<file path="config.mk">
export PLATFORM = sky130hd
export DESIGN_NAME = stream_mux_nway
export DESIGN_NICKNAME = d
export VERILOG_FILES = /design/src/rtl/stream_mux_pkg.sv /design/src/rtl/stream_mux_nway_rr_arbiter.sv /design/src/rtl/stream_mux_nway.sv
export SDC_FILE = /design/constraint.sdc
export NUM_CORES = 1
export LEC_CHECK = 0
export ABC_AREA = 0
export CAP_MARGIN = 25
export CORE_UTILIZATION = 45
export CTS_CLUSTER_DIAMETER = 60
export CTS_CLUSTER_SIZE = 16
export DETAILED_ROUTE_END_ITERATION = 7
export GPL_TIMING_DRIVEN = 0
export PLACE_DENSITY = 0.88
export SYNTH_ARGS = -nofsm -noshare
export SYNTH_HDL_FRONTEND = slang
export SYNTH_SLANG_ARGS = --single-unit
</file>
<file path="constraint.sdc">
create_clock -name clk -period 7.2 [get_ports clk]
set_clock_uncertainty 0.2 [all_clocks]
set_input_delay 1.08 -clock clk [delete_from_list [all_inputs] [get_ports clk]]
set_output_delay 1.08 -clock clk [all_outputs]
set_load 0.05 [all_outputs]
</file>
<file path="src/rtl/stream_mux_pkg.sv">
// Shared definitions for the N-way stream multiplexer.
//   MODE_FIXED / MODE_RR : values of the mode input.
//   first_set_rot()      : index of the first set request bit, searching
//                          upward from a start index and wrapping at n.
package stream_mux_pkg;

  localparam logic MODE_FIXED = 1'b0;
  localparam logic MODE_RR    = 1'b1;

  // The search function works on a fixed 16-entry vector so one
  // definition serves every CHANNELS value the mux supports.
  localparam int MAX_CHANNELS = 16;
  localparam int IDX_W        = 5;

  // Returns the first index i (in the order start, start+1, ..., wrapping
  // modulo n) with req[i] set. Returns 0 when nothing is requested; callers
  // qualify the result with |req.
  function automatic logic [IDX_W-1:0] first_set_rot(
    input logic [MAX_CHANNELS-1:0] req,
    input logic [IDX_W-1:0]        start,
    input logic [IDX_W-1:0]        n
  );
    logic [IDX_W-1:0] idx;
    logic [IDX_W-1:0] pos;
    logic             found;
    idx   = '0;
    found = 1'b0;
    for (int k = 0; k < MAX_CHANNELS; k++) begin
      // start < n and k < n, so a single subtraction folds pos into range.
      pos = start + IDX_W'(k);
      if (pos >= n) pos = pos - n;
      if (!found && (IDX_W'(k) < n) && req[pos[3:0]]) begin
        idx   = pos;
        found = 1'b1;
      end
    end
    return idx;
  endfunction

endpackage

</file>
<file path="src/rtl/stream_mux_nway_rr_arbiter.sv">
// Round-robin arbiter for the N-way stream multiplexer.
//   clk, rst_n : clock, asynchronous active-low reset
//   req        : per-channel request (channel valid)
//   advance    : the current grant was consumed; move priority past it
//   grant      : one-hot grant, zero when nothing is requested
//   grant_idx  : index of the granted channel (0 when nothing is requested)
// The pointer holds the last served channel; the search starts one above it.
module rr_arbiter
  import stream_mux_pkg::*;
#(
  parameter  int CHANNELS = 8,
  localparam int SEL_W    = $clog2(CHANNELS)
) (
  input  logic                clk,
  input  logic                rst_n,
  input  logic [CHANNELS-1:0] req,
  input  logic                advance,
  output logic [CHANNELS-1:0] grant,
  output logic [SEL_W-1:0]    grant_idx
);

  localparam logic [SEL_W-1:0] LAST = SEL_W'(CHANNELS - 1);

  logic [SEL_W-1:0]        ptr_q, ptr_d;
  logic [SEL_W-1:0]        start;
  logic [MAX_CHANNELS-1:0] req_ext;
  logic [IDX_W-1:0]        idx_full;
  logic                    unused_idx_hi;

  always_comb begin
    start = (ptr_q == LAST) ? '0 : ptr_q + SEL_W'(1);
    req_ext = '0;
    req_ext[CHANNELS-1:0] = req;
    idx_full  = first_set_rot(req_ext, IDX_W'(start), IDX_W'(CHANNELS));
    grant_idx = idx_full[SEL_W-1:0];
    grant = '0;
    if (|req) grant[grant_idx] = 1'b1;
    ptr_d = advance ? grant_idx : ptr_q;
  end

  // Upper index bits are always zero for the configured channel count.
  assign unused_idx_hi = ^idx_full[IDX_W-1:SEL_W];

  // Reset to the last channel so channel 0 is searched first.
  always_ff @(posedge clk or negedge rst_n) begin
    if (!rst_n) ptr_q <= LAST;
    else        ptr_q <= ptr_d;
  end

endmodule

</file>
<file path="src/rtl/stream_mux_nway.sv">
// N-way valid/ready stream multiplexer with a one-entry output register.
//   clk, rst_n : clock, asynchronous active-low reset
//   mode       : 0 = fixed select via sel, 1 = round-robin among valid inputs
//   sel        : channel index used in fixed mode (>= CHANNELS grants nothing)
//   in_data    : flattened inputs, channel i at [i*WIDTH +: WIDTH]
//   in_valid   : per-channel valid
//   in_ready   : per-channel ready, one-hot or zero
//   out_data   : registered selected word
//   out_valid  : out_data holds a word not yet taken
//   out_ready  : consumer accepts out_data
//   out_chan   : channel that produced out_data
module stream_mux_nway
  import stream_mux_pkg::*;
#(
  parameter  int WIDTH    = 16,
  parameter  int CHANNELS = 8,
  localparam int SEL_W    = $clog2(CHANNELS)
) (
  input  logic                      clk,
  input  logic                      rst_n,
  input  logic                      mode,
  input  logic [SEL_W-1:0]          sel,
  input  logic [CHANNELS*WIDTH-1:0] in_data,
  input  logic [CHANNELS-1:0]       in_valid,
  output logic [CHANNELS-1:0]       in_ready,
  output logic [WIDTH-1:0]          out_data,
  output logic                      out_valid,
  input  logic                      out_ready,
  output logic [SEL_W-1:0]          out_chan
);

  logic [WIDTH-1:0]    out_data_q, out_data_d;
  logic                out_valid_q, out_valid_d;
  logic [SEL_W-1:0]    out_chan_q, out_chan_d;

  logic                can_load;
  logic [CHANNELS-1:0] fix_grant;
  logic [CHANNELS-1:0] rr_grant;
  logic [SEL_W-1:0]    rr_idx;
  logic [CHANNELS-1:0] grant;
  logic [SEL_W-1:0]    grant_idx;
  logic                xfer_in;
  logic                rr_advance;
  logic [WIDTH-1:0]    sel_data;

  rr_arbiter #(
    .CHANNELS (CHANNELS)
  ) u_rr (
    .clk       (clk),
    .rst_n     (rst_n),
    .req       (in_valid),
    .advance   (rr_advance),
    .grant     (rr_grant),
    .grant_idx (rr_idx)
  );

  // The register can take a word when empty or when its word leaves this
  // cycle; this is the only out_ready -> in_ready path.
  assign can_load = !out_valid_q || out_ready;

  always_comb begin
    fix_grant = '0;
    if (int'(sel) < CHANNELS) fix_grant[sel] = in_valid[sel];

    if (mode == MODE_RR) begin
      grant     = rr_grant;
      grant_idx = rr_idx;
    end else begin
      grant     = fix_grant;
      grant_idx = sel;
    end

    // Held low during reset so no producer sees a handshake.
    in_ready = rst_n ? (grant & {CHANNELS{can_load}}) : '0;
    xfer_in  = |(in_valid & in_ready);
    // Only an RR-mode transfer moves the priority pointer.
    rr_advance = xfer_in && (mode == MODE_RR);

    sel_data = '0;
    for (int i = 0; i < CHANNELS; i++) begin
      if (grant[i]) sel_data = in_data[i*WIDTH +: WIDTH];
    end

    out_valid_d = xfer_in || (out_valid_q && !out_ready);
    out_data_d  = xfer_in ? sel_data  : out_data_q;
    out_chan_d  = xfer_in ? grant_idx : out_chan_q;
  end

  // Output register stage
  always_ff @(posedge clk or negedge rst_n) begin
    if (!rst_n) begin
      out_valid_q <= 1'b0;
      out_data_q  <= '0;
      out_chan_q  <= '0;
    end else begin
      out_valid_q <= out_valid_d;
      out_data_q  <= out_data_d;
      out_chan_q  <= out_chan_d;
    end
  end

  assign out_data  = out_data_q;
  assign out_valid = out_valid_q;
  assign out_chan  = out_chan_q;

endmodule

</file>
==> impl_metrics.csv <==
group,metric,value,unit
timing,slew_viol_final,0,
timing,fin_crit_sh,94.8,%
route,drt_iter0_markers,337,
route,viasPerCell,6.46,
die,io_pins,171,
logic_synthesis,yosys_warnings,0,
global_routing,grt_overflow,0,
run_status,status,"finished clean",
cts,numClockSinks,23,
route,wirelength,14.7,mm
global_routing,grt_max_degree,19,
die,die_h,89.6,um
worst_setup_path,crit_path_start_kind,"primary input",
die,dieArea,8030,um^2
cts,cts_tree,"built",
worst_setup_path,cp-end-kind,"output port",
global_routing,grt_pass1_vias,4373,
die,coreArea,7330,um^2
logic_synthesis,ys.flop_type,"dfrtp_1",
logic_synthesis,syn-num-nets,558,
cts,ctsRootBufferMaster,"clkbuf_8",
cells_and_area,final_cell_mix,"clkdlybuf4s50_1 (163), nor2_1 (36), mux2i_1 (31), a221oi_1 (31)",
worst_setup_path,crit_arrival,5.54,ns
die,start_util,47.1,%
timing,setup_violations,0,
timing,finalHoldViolCount,0,
die,rows,31,
timing,timing.final.crit_period,6.82,ns
logic_synthesis,synth_cell_types,76,
timing,tns,0,ns
run,drv_cap,0,
cts,cts_made_buffers,3,
worst_setup_path,crit_required,5.92,ns
global_routing,grtUsageTotal,37.3,%
cells_and_area,nFillCells,565,
logic_synthesis,yosysSeqAreaShare,16.8,%
logic_synthesis,synth_edf_count,0,
cts,insertion_delay,0.27,ns
place,gp_congestion,0.909,
global_routing,grt_pass1_wl,22.6,mm
logic_synthesis,syn_area,3450,um^2
cts,post_cts_buffers,0,
route,post-route-drc-count,0,
cts,cts_buffer_depth,2,
cts,clk_pin_slew,0.08,ns
route,num_vias,4385,
place,hpwl,12.0,mm
timing,rsz0062_at_grt,"false",
logic_synthesis,syn-mean-instance-area,8.42,um^2
place,io_buffer_count,163,
timing,slew_headroom,35.1,%
cts,htreeDepth,1,
logic_synthesis,async_reset_ff_share,100,%
cells_and_area,final_common_cell,"clkdlybuf4s50_1",
worst_setup_path,worstSetupPathType,"primary input to output port",
min_path,hold_class,"flip-flop to flip-flop",
cells_and_area,syn_to_final_growth,53.3,%
cells_and_area,nNetsFinal,728,
timing,clock.fmax,0.147,GHz
die,die_x,89.6,um
route,ant_nets,0,
logic_synthesis,ys_ff_latch,23,
route,wl_per_cell,21.6,um
worst_setup_path,critPathMaxFanout,10,
cells_and_area,drive_gt1_share,11.7,%
logic_synthesis,synth_cells,410,
timing,tightest_slew,0.949,ns
route,first_pass_iters,6,
global_routing,antenna_found_initial,0,
==> worst max-delay path, cell delays in order <==
cell and delay, ns:
clkdlybuf4s50_1 0.65, mux2_2 0.29, mux2i_1 0.10, a222oi_1 0.71, nand4_1 0.23, a22oi_2 0.43, o211ai_2 0.21, o21ai_1 0.54
buf_2 0.31, nor2b_1 0.14, clkdlybuf4s50_1 0.83
==> synthesized netlist by cell type, drive strengths merged, types with 11 or more instances <==
cell	number	area, um^2
a221oi	31	272
a22o	17	149
a22oi	18	140
buf	28	176
dfrtp	20	500
inv	11	41.3
mux2i	33	347
nand2	22	82.6
nor2	38	148
nor3	22	121
o211ai	19	148
o21ai	13	76.3
o221ai	17	149
==> kinds of logic (layout without fill, tap and decap cells) <==
kind of cell	count (synthesis)	in the layout	synth area share [%]
compound gates	158	158	38.8
simple gates	130	130	19.5
buf+inv	49	218	7.39
mux	41	41	13.7
flops	23	23	16.8
fa+ha+maj	5	5	1.81
xor+xnor	4	4	1.99
other cells	0	1	0
==> registers in the layout, indices dropped and copies added, names as in the netlist <==
name and count:
out_data 16, out_chan 3, u_rr.ptr_q 3, out_valid 1
==> stage by stage <==
stage | instance area (um^2) | hold WS, ns | utilization [%] | setup WS, ns | instances
global route | 5290 | 0.321 | 72.1 | 0.0973 | 678
floorplan | 3450 | 0.313 | - | 1.65 | 410
finish | 5290 | 0.313 | 72.2 | 0.377 | 679
global placement | 5210 | 0.289 | 71.0 | 0.333 | 672
detailed placement | 5240 | 0.293 | 71.5 | 0.299 | 674
CTS | 5290 | 0.315 | 72.1 | 0.295 | 678
==> timing repair <==
action / in CTS / in global routing
resized for setup: 0 / 1
setup endpoints to repair: 0 / 1
hold buffers: 0 / 0
==> final timing paths <==
path / startpoint / end / slack (ns) / depth (start not counted)
max: in_valid[1] / in_ready[1] / 0.38 / 11
min in group asynchronous: rst_n / out_data[7]$_DFFE_PN0P_ / 0.93 / 1
min: out_chan[2]$_DFFE_PN0P_ / out_chan[2]$_DFFE_PN0P_ / 0.31 / 2
min reg2reg: out_chan[2]$_DFFE_PN0P_ / out_chan[2]$_DFFE_PN0P_ / 0.31 / 2
max reg2reg: u_rr.ptr_q[1]$_DFFE_PN1P_ / out_data[14]$_DFFE_PN0P_ / 1.80 / 16
max in group asynchronous: rst_n / u_rr.ptr_q[1]$_DFFE_PN1P_ / 5.32 / 2
==> routing by layer <==
| layer | vias up | part of all wire, % | track usage, % | routed length, um |
|---|---|---|---|---|
| li1 | 1992 | - | - | - |
| met1 | 2141 | 40 | 46.4 | 5840 |
| met2 | 218 | 49 | 60.4 | 7150 |
| met3 | 34 | 7.9 | 9.87 | 1160 |
| met4 | 0 | 3.5 | 16.7 | 519 |
| met5 | - | 0 | 0 | 0 |
==> layout make-up <==
type	instances	area, um^2	share of cell area (%)
Tap cell	99	124	2.34
Clock buffer	4	45.0	0.851
Timing Repair Buffer	165	1660	31.4
Sequential cell	23	579	10.9
Buffer	38	214	4.04
Inverter	11	41.3	0.780
Antenna cell	1	2.50	0.0473
Multi-Input combinational cell	338	2620	49.5
Power is left out: the tool's default activity adds up to more than one toggle a clock period on the data nets, which glitch-free logic cannot reach.
